<file path="config.mk">
export PLATFORM = sky130hd
export DESIGN_NAME = fetch_ctrl
export DESIGN_NICKNAME = d
export VERILOG_FILES = /design/src/rtl/fetch_ctrl.sv
export SDC_FILE = /design/constraint.sdc
export NUM_CORES = 1
export LEC_CHECK = 0
export CELL_PAD_IN_SITES_DETAIL_PLACEMENT = 1
export CELL_PAD_IN_SITES_GLOBAL_PLACEMENT = 1
export CORE_ASPECT_RATIO = 1.25
export CORE_UTILIZATION = 31
export DETAILED_ROUTE_END_ITERATION = 7
export PLACE_DENSITY_LB_ADDON = 0.1
export RECOVER_POWER = 100
export SYNTH_ARGS = -nofsm -noshare
export SYNTH_HDL_FRONTEND = slang
export SYNTH_SLANG_ARGS = --single-unit
</file>
<file path="constraint.sdc">
create_clock -name clk -period 3.7 [get_ports clk]
set_clock_uncertainty 0.15 [all_clocks]
set_input_delay 0.925 -clock clk [delete_from_list [all_inputs] [get_ports clk]]
set_output_delay 0.925 -clock clk [all_outputs]
set_load 0.02 [all_outputs]
</file>
<file path="src/rtl/fetch_ctrl.sv">
// Fetch sequencer: owns the PC, issues single-outstanding imem requests and
// hands fetched instructions to decode, applying trap/branch redirects.
module fetch_ctrl #(
  parameter logic [31:0] RESET_PC = 32'h0000_0000
) (
  input  logic        clk,
  input  logic        rst,
  input  logic        i_branch_enable,
  input  logic [31:0] i_branch_target,
  input  logic        i_trap_enable,
  input  logic [31:0] i_trap_target,
  output logic        o_imem_req_valid,
  input  logic        i_imem_req_ready,
  output logic [31:0] o_imem_req_addr,
  input  logic        i_imem_resp_valid,
  input  logic [31:0] i_imem_resp_data,
  output logic        o_if_valid,
  input  logic        i_if_ready,
  output logic [31:0] o_if_pc,
  output logic [31:0] o_if_instr,
  output logic [31:0] o_pc_out
);

  localparam logic [1:0] S_REQ  = 2'd0;
  localparam logic [1:0] S_WAIT = 2'd1;
  localparam logic [1:0] S_HOLD = 2'd2;

  logic [1:0]  r_state;
  logic [31:0] r_pc;
  logic        r_discard;
  logic        r_if_valid;
  logic [31:0] r_if_pc;
  logic [31:0] r_if_instr;

  logic        w_redirect;
  logic [31:0] w_target;
  logic        w_req_fire;
  logic        w_if_fire;

  // Trap wins over branch; targets are forced word-aligned.
  assign w_redirect = i_trap_enable | i_branch_enable;
  assign w_target   = (i_trap_enable ? i_trap_target : i_branch_target) & 32'hFFFF_FFFC;

  assign o_imem_req_valid = (r_state == S_REQ) & ~rst;
  assign o_imem_req_addr  = r_pc;
  assign w_req_fire       = o_imem_req_valid & i_imem_req_ready;
  assign w_if_fire        = r_if_valid & i_if_ready;

  assign o_if_valid = r_if_valid;
  assign o_if_pc    = r_if_pc;
  assign o_if_instr = r_if_instr;
  assign o_pc_out   = r_pc;

  // Sequencer state, PC and the decode-facing holding register.
  always_ff @(posedge clk) begin
    if (rst) begin
      r_state    <= S_REQ;
      r_pc       <= RESET_PC;
      r_discard  <= 1'b0;
      r_if_valid <= 1'b0;
      r_if_pc    <= 32'h0000_0000;
      r_if_instr <= 32'h0000_0000;
    end else begin
      case (r_state)
        S_REQ: begin
          if (w_redirect) begin
            r_pc <= w_target;
            if (w_req_fire) begin
              // The request just issued carries the old PC; its reply is stale.
              r_state   <= S_WAIT;
              r_discard <= 1'b1;
            end else begin
              r_state <= S_REQ;
            end
          end else if (w_req_fire) begin
            r_state <= S_WAIT;
          end else begin
            r_state <= S_REQ;
          end
        end
        S_WAIT: begin
          if (i_imem_resp_valid) begin
            if (r_discard | w_redirect) begin
              r_discard <= 1'b0;
              r_state   <= S_REQ;
            end else begin
              r_if_pc    <= r_pc;
              r_if_instr <= i_imem_resp_data;
              r_if_valid <= 1'b1;
              r_state    <= S_HOLD;
            end
            if (w_redirect) begin
              r_pc <= w_target;
            end else begin
              r_pc <= r_pc;
            end
          end else if (w_redirect) begin
            r_pc      <= w_target;
            r_discard <= 1'b1;
          end else begin
            r_state <= S_WAIT;
          end
        end
        S_HOLD: begin
          if (w_redirect) begin
            r_if_valid <= 1'b0;
            r_pc       <= w_target;
            r_state    <= S_REQ;
          end else if (w_if_fire) begin
            r_if_valid <= 1'b0;
            r_pc       <= r_pc + 32'd4;
            r_state    <= S_REQ;
          end else begin
            r_state <= S_HOLD;
          end
        end
        default: begin
          r_state    <= S_REQ;
          r_discard  <= 1'b0;
          r_if_valid <= 1'b0;
        end
      endcase
    end
  end

endmodule

</file>
==> results.json <==
{
  "final_cell_area_um2": 7280,
  "grt_pass1_wl_mm": 27.1,
  "r2r-start": "o_imem_req_addr[2]",
  "yosysTopAreaCell": "dfxtp_1",
  "postSynthCellCount": 639,
  "grt_setup_unrepaired": "false",
  "vias_per_cell": 5.15,
  "areaGrowthSynthToFinish_pct": 49.3,
  "max-cap-violations": 0,
  "clock_sinks": 96,
  "synth-main-ff-cell": "dfxtp_1",
  "ant_nets": 0,
  "fmax_mhz": 321,
  "die-area_um2": 16200,
  "required_ns": 3.79,
  "clkTransAtPathRegs_ns": 0.07,
  "async_flop_share_pct": 0,
  "vias": 5239,
  "crit_path_end_kind": "flop",
  "hpwlAfterDp_mm": 12.4,
  "yosysWarnings": 0,
  "crit_start": "i_branch_enable",
  "status": "complete, no violations",
  "critPathSlowestCell": "dlygate4sd3_1",
  "nets": 908,
  "finalCriticalPeriod_ns": 3.12,
  "r2r_end": "o_imem_req_addr[28]",
  "finalSetupTns_ns": 0,
  "synth_top_area_share_pct": 39.4,
  "die_height_um": 142,
  "netlist_top_cells_count": "nand2_1 (159), dfxtp_1 (96), a21oi_1 (91), buf_4 (36), clkbuf_1 (31)",
  "cts_buffers": 9,
  "path_cells": "dlygate4sd3_1 -> a311oi_1 -> a21o_1 -> clkbuf_2 -> nor2_1 -> a32o_1",
  "ir_drop_mv": 0.161,
  "cts_hold_buffers": 0,
  "synth.avg_cell_area_um2": 7.63,
  "wl_mm": 17.2,
  "root_buffer": "clkbuf_16",
  "synth_area_leaders": "dfxtp_1 (39%), nand2_1 (12%), a21oi_1 (9.3%)",
  "finalHoldViolCount": 0,
  "max_slew.worst_pin.slew_ns": 1.16,
  "cp_max_fo": 27,
  "power.total_mw": 2.45,
  "core-area_um2": 15200,
  "dpl-instance-area_um2": 7010,
  "min_period_over_period_pct": 84.2,
  "gr-total-overflow": 0,
  "worstSkewPairLatency_ns": 0.34,
  "final_util_pct": 47.9,
  "die_x_um": 114,
  "start_util_pct": 32.1,
  "wl_per_cell_um": 16.9,
  "num_rows": 50,
  "slew-limit-headroom_pct": 22.5,
  "grt_antenna_before_repair": 0,
  "critPathLaunchType": "input port",
  "route.detailed.drc": 0,
  "cts_tree": "yes",
  "dr.pass1.iters": 4,
  "gr-usage-all-layers_pct": 21.2,
  "synth-edff-count": 0,
  "placement.io_buffers": 222,
  "synthMostInstantiatedCell": "nand2_1",
  "postCtsSetupBuffers": 0,
  "cpPeakStageDelay_ns": 0.65,
  "setup_viol": 0,
  "yosysUniqueCellTypes": 52,
  "p_per_area_nw_per_um2": 337,
  "drive_gt1_share_pct": 4.94,
  "place.gp.congestion": 0.766,
  "grt_pass1_vias": 5192,
  "ff2ff_setup_slack_ns": 1.08,
  "diodes": 0,
  "netlist_area_um2": 4870,
  "cp.arrival_ns": 3.20,
  "cts-htree-levels": 3,
  "ios": 233,
  "clockBufferDepth": 2,
  "rr_worst_depth": 7,
  "endpoint": "o_imem_req_addr[17]",
  "slew_viol_final": 0,
  "cts_resized": 0,
  "p_leak_nw": 2.94,
  "min_path_type": "flop to flop",
  "grt_max_degree": 63,
  "yosysSeqAreaShare_pct": 39.4,
  "crit_type": "input port to flop",
  "drt_iter0_drc": 241,
  "ys_ff_latch": 96
}
[metrics by stage]
step | setup WS, ns | instances | hold slack, ns
floorplan | 0.850 | 644 | 0.328
global placement | 0.507 | 1001 | 0.292
detailed placement | 0.480 | 1001 | 0.298
CTS | 0.792 | 1017 | 0.308
global route | 0.456 | 1017 | 0.328
finish | 0.584 | 1017 | 0.301
[routing by layer]
metal  vias up  share of wire [%]  global-route usage, %
met3        19                4.4                   3.83
li1       2519                  -                      -
met2       163                 51                   38.9
met4         0               0.93                   5.67
met1      2538                 44                   25.0
met5         -                  0                      0
[power breakdown]
group	switching, mW	internal, mW
logic	0.211	0.219
registers	0.0611	1.07
clock network	0.418	0.478
total	0.690	1.76
[area by class of cell]
class                           instances  area, µm²
Clock buffer                           11        243
Clock inverter                          5       40.0
Timing Repair Buffer                  236       2330
Fill cell                            1869       7930
Inverter                                3       11.3
Sequential cell                        96       1920
Tap cell                              208        260
Multi-Input combinational cell        458       2470
[flip-flops by register name, indices dropped and copies added (netlist names)]
register	count
o_if_instr	32
o_if_pc	30
o_if_valid	1
o_imem_req_addr	30
r_discard	1
r_state	2
[how the worst min path moves through the flow]
stage               depth (start not counted)              to  slack (ns)            from
floorplan                                   2       r_discard        0.33       r_discard
global placement                            2      o_if_pc[8]        0.29      o_if_pc[8]
detailed placement                          2  o_if_instr[12]        0.30  o_if_instr[12]
CTS                                         2  o_if_instr[12]        0.31  o_if_instr[12]
global route                                2   o_if_instr[1]        0.33   o_if_instr[1]
finish                                      2  o_if_instr[12]        0.30  o_if_instr[12]
[cells in the final DEF (no fill, tap or decap), types with 2 or more instances in the layout]
| cell | n |
|---|---|
| a32o_1 | 2 |
| inv_1 | 2 |
| o22ai_1 | 8 |
| o31ai_1 | 3 |
| and2_1 | 4 |
| o2bb2ai_1 | 2 |
| o31a_1 | 2 |
| nor2b_1 | 5 |
| nor4_1 | 3 |
| a211oi_1 | 5 |
| dfxtp_1 | 96 |
| buf_4 | 9 |
| and3_1 | 10 |
| clkbuf_2 | 2 |
| and4_1 | 5 |
| dlygate4sd3_1 | 125 |
| nor3_1 | 10 |
| nand3b_1 | 2 |
| nor2_1 | 25 |
| a41o_1 | 2 |
| o221a_2 | 2 |
| buf_12 | 2 |
| clkbuf_16 | 9 |
| nor3b_1 | 2 |
| conb_1 | 6 |
| clkinvlp_4 | 3 |
| a41oi_1 | 2 |
| a22oi_1 | 5 |
| nand4_1 | 12 |
| nand3_1 | 9 |
| a31oi_1 | 10 |
| clkdlybuf4s50_1 | 95 |
| a21o_1 | 2 |
| a21oi_1 | 91 |
| mux2i_1 | 26 |
| a22o_1 | 2 |
| nand2_1 | 159 |
| o21ai_0 | 25 |
| clkbuf_1 | 3 |
[critical path, delay by kind of cell]
family | cells | cell delay, ns
buffers and inverters | 2 | 1.11
AOI/OAI and AO/OA | 3 | 0.95
and+or+nand+nor | 1 | 0.21
[cell families (layout without fill, tap and decap cells)]
family,count (synthesis),in the layout,synth area share [%]
other cells,1,6,0.0769
compound gates,168,168,20.1
buf+inv,90,255,10.5
simple gates,256,256,24.1
fa+ha+maj,1,1,0.257
mux,27,27,5.57
flops,96,96,39.4
Power figures use the tool's default switching activity.
